File: src/rtl/da_pkg.sv
// Shared constants and elaboration-time helpers for the DA multiplier datapath.
// Used by the adder tree and its per-level stage module.
package da_pkg;

    localparam int DA_DSIZE = 10;
    localparam int DA_NUM   = 10;

    // Ceiling log2; clog2(1) = 0.
    function automatic int clog2(input int n);
        int r;
        int v;
        r = 0;
        v = 1;
        while (v < n) begin
            v = v * 2;
            r = r + 1;
        end
        return r;
    endfunction

    // Number of elements entering tree level k when level 0 has n elements.
    function automatic int tree_count(input int n, input int k);
        int c;
        c = n;
        for (int i = 0; i < k; i++) begin
            c = (c + 1) / 2;
        end
        return c;
    endfunction

    // Bit used to widen a word by one position: copy of the MSB when signed, else 0.
    function automatic logic ext_bit(input logic msb, input bit is_signed);
        return is_signed ? msb : 1'b0;
    endfunction

endpackage

File: src/rtl/da_add_stage.sv
// One registered level of the adder tree: pairwise sums of N_IN words of IW bits,
// with an odd leftover word passed through, plus valid bit, tag and ready logic.
module da_add_stage
    import da_pkg::*;
#(
    parameter  int N_IN   = 2,
    parameter  int IW     = 10,
    parameter  int SIGNED = 0,
    parameter  int TSIZE  = 1,
    localparam int N_OUT  = (N_IN + 1) / 2,
    localparam int OW     = IW + 1
) (
    input  logic                  clk,
    input  logic                  rst,
    input  logic [N_IN*IW-1:0]    in_data,
    input  logic [TSIZE-1:0]      in_tag,
    input  logic                  in_valid,
    output logic                  in_ready,
    output logic [N_OUT*OW-1:0]   out_data,
    output logic [TSIZE-1:0]      out_tag,
    output logic                  out_valid,
    input  logic                  out_ready
);

    logic [N_OUT*OW-1:0] sum;

    for (genvar j = 0; j < N_OUT; j++) begin : g_pair
        logic [IW-1:0] a;
        logic [OW-1:0] a_ext;

        assign a     = in_data[2*j*IW +: IW];
        assign a_ext = {ext_bit(a[IW-1], SIGNED != 0), a};

        if (2 * j + 1 < N_IN) begin : g_add
            logic [IW-1:0] b;
            logic [OW-1:0] b_ext;

            assign b     = in_data[(2*j+1)*IW +: IW];
            assign b_ext = {ext_bit(b[IW-1], SIGNED != 0), b};
            assign sum[j*OW +: OW] = a_ext + b_ext;
        end else begin : g_pass
            assign sum[j*OW +: OW] = a_ext;
        end
    end

    // Handshake: a sample moves across a boundary when valid and ready are both high
    // on a rising edge. This stage can load whenever it is empty or its content leaves
    // in the same cycle, so bubbles collapse while the output is stalled.
    assign in_ready = ~out_valid | out_ready;

    always_ff @(posedge clk or posedge rst) begin
        if (rst) begin
            out_valid <= 1'b0;
            out_data  <= '0;
            out_tag   <= '0;
        end else if (in_ready) begin
            out_valid <= in_valid;
            if (in_valid) begin
                out_data <= sum;
                out_tag  <= in_tag;
            end
        end
    end

endmodule

File: src/rtl/da_adder_tree.sv
// Pipelined adder tree reducing NUM packed DSIZE-bit words to one full-precision sum,
// one register level per tree level, with valid/ready flow control and a sideband tag.
module da_adder_tree
    import da_pkg::*;
#(
    parameter  int DSIZE  = DA_DSIZE,
    parameter  int NUM    = DA_NUM,
    parameter  int SIGNED = 0,
    parameter  int TSIZE  = 1,
    localparam int STAGES = (clog2(NUM) < 1) ? 1 : clog2(NUM),
    localparam int OSIZE  = DSIZE + clog2(NUM)
) (
    input  logic                 clk,
    input  logic                 rst,
    input  logic [NUM*DSIZE-1:0] in_data,
    input  logic [TSIZE-1:0]     in_tag,
    input  logic                 in_valid,
    output logic                 in_ready,
    output logic [OSIZE-1:0]     out_data,
    output logic [TSIZE-1:0]     out_tag,
    output logic                 out_valid,
    input  logic                 out_ready
);

    if (NUM < 1 || DSIZE < 1) begin : g_param_check
        $error("da_adder_tree: NUM and DSIZE must both be at least 1");
    end

    // rdy[k] is the load enable of level k; the chain runs from the output back to in_ready.
    logic [STAGES:0] rdy;

    assign rdy[STAGES] = out_ready;
    assign in_ready    = rdy[0];

    for (genvar k = 0; k < STAGES; k++) begin : g_lvl
        localparam int N_IN  = tree_count(NUM, k);
        localparam int IW    = DSIZE + k;
        localparam int N_OUT = (N_IN + 1) / 2;
        localparam int OW    = IW + 1;

        logic [N_IN*IW-1:0]   d_in;
        logic [TSIZE-1:0]     t_in;
        logic                 v_in;
        logic [N_OUT*OW-1:0]  q_data;
        logic [TSIZE-1:0]     q_tag;
        logic                 q_valid;

        if (k == 0) begin : g_src
            assign d_in = in_data;
            assign t_in = in_tag;
            assign v_in = in_valid;
        end else begin : g_src
            assign d_in = g_lvl[k-1].q_data;
            assign t_in = g_lvl[k-1].q_tag;
            assign v_in = g_lvl[k-1].q_valid;
        end

        da_add_stage #(
            .N_IN   (N_IN),
            .IW     (IW),
            .SIGNED (SIGNED),
            .TSIZE  (TSIZE)
        ) u_stage (
            .clk       (clk),
            .rst       (rst),
            .in_data   (d_in),
            .in_tag    (t_in),
            .in_valid  (v_in),
            .in_ready  (rdy[k]),
            .out_data  (q_data),
            .out_tag   (q_tag),
            .out_valid (q_valid),
            .out_ready (rdy[k+1])
        );
    end

    // The last level is DSIZE+STAGES wide; only NUM=1 carries one spare extension bit,
    // which is a pure copy/zero and can be dropped without loss.
    assign out_data  = g_lvl[STAGES-1].q_data[OSIZE-1:0];
    assign out_tag   = g_lvl[STAGES-1].q_tag;
    assign out_valid = g_lvl[STAGES-1].q_valid;

endmodule

File: config.mk
export PLATFORM = sky130hd
export DESIGN_NAME = da_adder_tree
export DESIGN_NICKNAME = d
export VERILOG_FILES = /design/src/rtl/da_pkg.sv /design/src/rtl/da_add_stage.sv /design/src/rtl/da_adder_tree.sv
export SDC_FILE = /design/constraint.sdc
export NUM_CORES = 1
export LEC_CHECK = 0
export ABC_AREA = 1
export ABC_CLOCK_PERIOD_IN_PS = 5900
export CORE_MARGIN = 2
export CORE_UTILIZATION = 28
export CTS_CLUSTER_SIZE = 12
export DETAILED_ROUTE_END_ITERATION = 8
export GPL_ROUTABILITY_DRIVEN = 1
export SYNTH_ARGS = -nofsm -noshare
export SYNTH_HDL_FRONTEND = slang
export SYNTH_SLANG_ARGS = --single-unit
File: constraint.sdc
create_clock -name clk -period 5.9 [get_ports clk]
set_input_delay 1.18 -clock clk [delete_from_list [all_inputs] [get_ports clk]]
set_output_delay 1.18 -clock clk [all_outputs]
set_load 0.05 [all_outputs]
Word-level counts from Yosys, hierarchy flattened --
Index checks and enable logic that the tools add are counted.
Word-level totals: bits in registers 136, bits of input ports 105, logic and storage cells 33
Cells by class: $add $sub $neg 9, bitwise operators 8, reduce and logical (&&, ||, !) cells 4
Operators by type and width (count):
- $add 10x10->11 | 5
- $add 11x11->12 | 2
- $add 13x11->14 | 1
- $add 12x12->13 | 1
- $reduce_and 2->1 | 4
- $not 1->1 | 4
- $or 1x1->1 | 4

Longest topological paths before layout --
depth after elaboration 6, gate-level depth with buffers 11

Modules after synthesis --
A second synthesis with hierarchy kept.
Unflattened totals: cell total of the unflattened synthesis 1475, area, all modules 10239.8 sq um
By module, submodules not included:
- da_add_stage at g_lvl[0].u_stage | instances 1, cells each 668, area an instance 4667.0 sq um
- da_add_stage at g_lvl[1].u_stage | instances 1, cells each 359, area an instance 2536.2 sq um
- da_add_stage at g_lvl[2].u_stage | instances 1, cells each 236, area an instance 1669.1 sq um
- da_add_stage at g_lvl[3].u_stage | instances 1, cells each 212, area an instance 1367.6 sq um

Worst setup path before layout --
No wires, ideal clock.
kind input to output, start input out_ready, end output in_ready, arrival 1539 ps, required time 4720 ps, path slack 3181 ps, stages 2, path through nor2_4 nand4_4
On the way: cells in the longest elaborated chain, start to end 4
Ends and longest elaborated chain:
- start: declaration | line da_adder_tree.sv:22 | input logic out_ready
- $or 1x1->1 (4 in a row) | line da_add_stage.sv:49 | assign in_ready = ~out_valid | out_ready;
- end: declaration | line da_adder_tree.sv:18 | output logic in_ready,
No other way between the ends.

Worst setup path after layout --
Ends and elaborated chain as after synthesis.

==> flow_summary.ini <==
[run_status]
outcome = complete, no violations

[floorplanning]
row_count = 68
io_pins = 122
fp.dieW_um = 192
die_y_um = 192
start_util_pct = 28.5
core_um2 = 34700
die_area_um2 = 36900

[global_route]
grt_use_total_pct = 13.6
overflow = 0
grt_pass1_wl_um = 40500
grt_pass1_vias = 8460
antenna_found_initial = 0
grt_max_degree = 103

[cells_and_area]
final_common_cell = nand2_1
areaGrowthSynthToFinish_pct = 21.9
drive_gt1_share_pct = 2.85
fill_cells = 3770
final_cell_mix = nand2_1 (579), inv_1 (151), dfrtp_1 (136)
antenna_cells = 0
final_nets = 1742
final_util_pct = 34.8

[drt]
drtPass1Iterations = 5
drc_errors = 0
vias_per_cell = 4.54
wirelength_um = 24100
wl_per_cell_um = 12.1
antenna_left = 0
num_vias = 9079
drt_iter0_drc = 552

[timing]
rsz0062_at_grt = no
tightest_slew_ns = 0.947
finalSetupViolCount = 0
slew_viol_final = 0
finalSetupTns_ns = 0
fin_skew_ns = 0.0148
slew_headroom_pct = 36.9
hold_viol = 0
period_minus_slack_ns = 3.85
max_freq_ghz = 0.259
min_period_over_period_pct = 65.3

[placement]
numPortBuffers = 121
dp_hpwl_um = 19000
routabilityCongestion = 0.868

[setup_path]
cp-end-kind = output port
crit_arrival_ns = 2.67
cp-start-kind = input port
crit_type = in -> out
critPathRequiredTime_ns = 4.72
path_max_fanout = 4

[synth]
synthTopCellsByArea = dfrtp_1 (34%), nand2_1 (22%), ha_1 (12%)
netlist_instances = 1415
ys_seq_area_share_pct = 34.3
netlist-cell-type-count = 24
yosys_warnings = 0
yosys.area.top_type = dfrtp_1
synth_area_um2 = 9910
synthArstFlopShare_pct = 100
synth_area_per_cell_um2 = 7.00
synth_ff_type = dfrtp_1
ys_ff_latch = 136
synth_edf_count = 0
syn_nets = 1624
synth_top_area_share_pct = 34.3

[pwr]
powerDensity_nw_per_um2 = 423
ir_worst_vdd_v = 0.000260
p_leak_nw = 6.32

[clocking]
cts_sinks = 136
ctsHoldBuffers = 0
cts_root_buf = clkbuf_16
cts_max_level = 4
cts_tree = built
cts_resized = 0
post-cts-setup-buffer-count = 0
clock_latency_ns = 0.43
path_clk_slew_ns = 0.06
clk_path_buf_depth = 2
cts_buffers = 17

[job]
max-cap-violations = 0

[worst_hold_path]
hold_path.class = reg -> reg
[final cells by class]
cell class / instances / area, um2 / area share [%]
Clock buffer: 19 / 443 / 3.67
Tap cell: 455 / 569 / 4.72
Multi-Input combinational cell: 1099 / 5730 / 47.5
Timing Repair Buffer: 124 / 1230 / 10.2
Sequential cell: 136 / 3400 / 28.2
Inverter: 155 / 587 / 4.86
Clock inverter: 13 / 109 / 0.902
[power breakdown]
part / switching [mW] / leakage (nW) / internal, mW
Combinational: 1.61 / 4.40 / 0.951
Clock: 0.455 / 0.258 / 0.559
Sequential: 0.261 / 1.66 / 1.27
Total: 2.32 / 6.32 / 2.78
[per-stage QoR]
stage,setup slack (ns),instances,cell area (um2),total power [mW],hold slack (ns)
after floorplan,1.08,1415,9910,3.42,0.442
after global placement,2.02,1969,11500,4.08,0.457
after detailed placement,2.02,1969,11500,4.11,0.454
after CTS,2.02,2001,12100,5.15,0.472
after global routing,1.95,2001,12100,5.61,0.490
final,2.05,2001,12100,5.11,0.467
[worst max-delay path, stage by stage]
cell             delay, ns
clkdlybuf4s50_1       0.44
nor2_4                0.20
nand4_4               0.12
clkdlybuf4s50_1       0.72
[metal layers]
metal	GRT usage [%]	vias up	share of wire, %
met3	2.63	15	4.4
met5	0	-	0
li1	-	4796	-
met2	20.9	200	42
met1	19.7	4068	52
met4	2.76	0	0.83
[cells in the mapped netlist (3+ instances only)]
cell type	count
xnor2_1	14
nand2_2	3
o21bai_1	5
nor3_1	10
buf_6	11
nand3_1	127
xor2_1	14
inv_1	152
a21oi_1	60
o21ai_0	53
nand4_1	31
o21ai_1	10
buf_2	14
nor2_1	78
nand3b_1	7
fa_1	9
ha_1	95
nand2_1	579
inv_2	3
dfrtp_1	136
[cell families after synthesis]
| logic type | synth area share [%] |
|---|---|
| buffers and inverters | 7.83 |
| adder cells (fa/ha/maj) | 13.8 |
| XOR/XNOR | 2.48 |
| AND/OR/NAND/NOR | 34.9 |
| flip-flops | 34.3 |
| AO/OA/AOI/OAI | 6.65 |
[worst paths after layout]
kind	start	end	slack, ns	cells after the start
worst min register to register	g_lvl[0].u_stage.out_data[48]	g_lvl[1].u_stage.out_data[28]	0.47	2
worst max-delay path	out_ready	in_ready	2.05	4
max in group asynchronous	rst	g_lvl[2].u_stage.out_data[17]	3.58	3
min in group asynchronous	rst	g_lvl[3].u_stage.out_data[3]	1.33	2
worst max register to register	g_lvl[3].u_stage.out_valid	g_lvl[0].u_stage.out_data[46]	3.78	7
worst min-delay path	g_lvl[0].u_stage.out_data[48]	g_lvl[1].u_stage.out_data[28]	0.47	2
[flip-flops by register name (all words and copies together), names as in the netlist]
register and count:
g_lvl.u_stage.out_data 128, g_lvl.u_stage.out_valid 4, g_lvl.u_stage.out_tag 4
No activity file was read; power rests on OpenSTA's default activity.
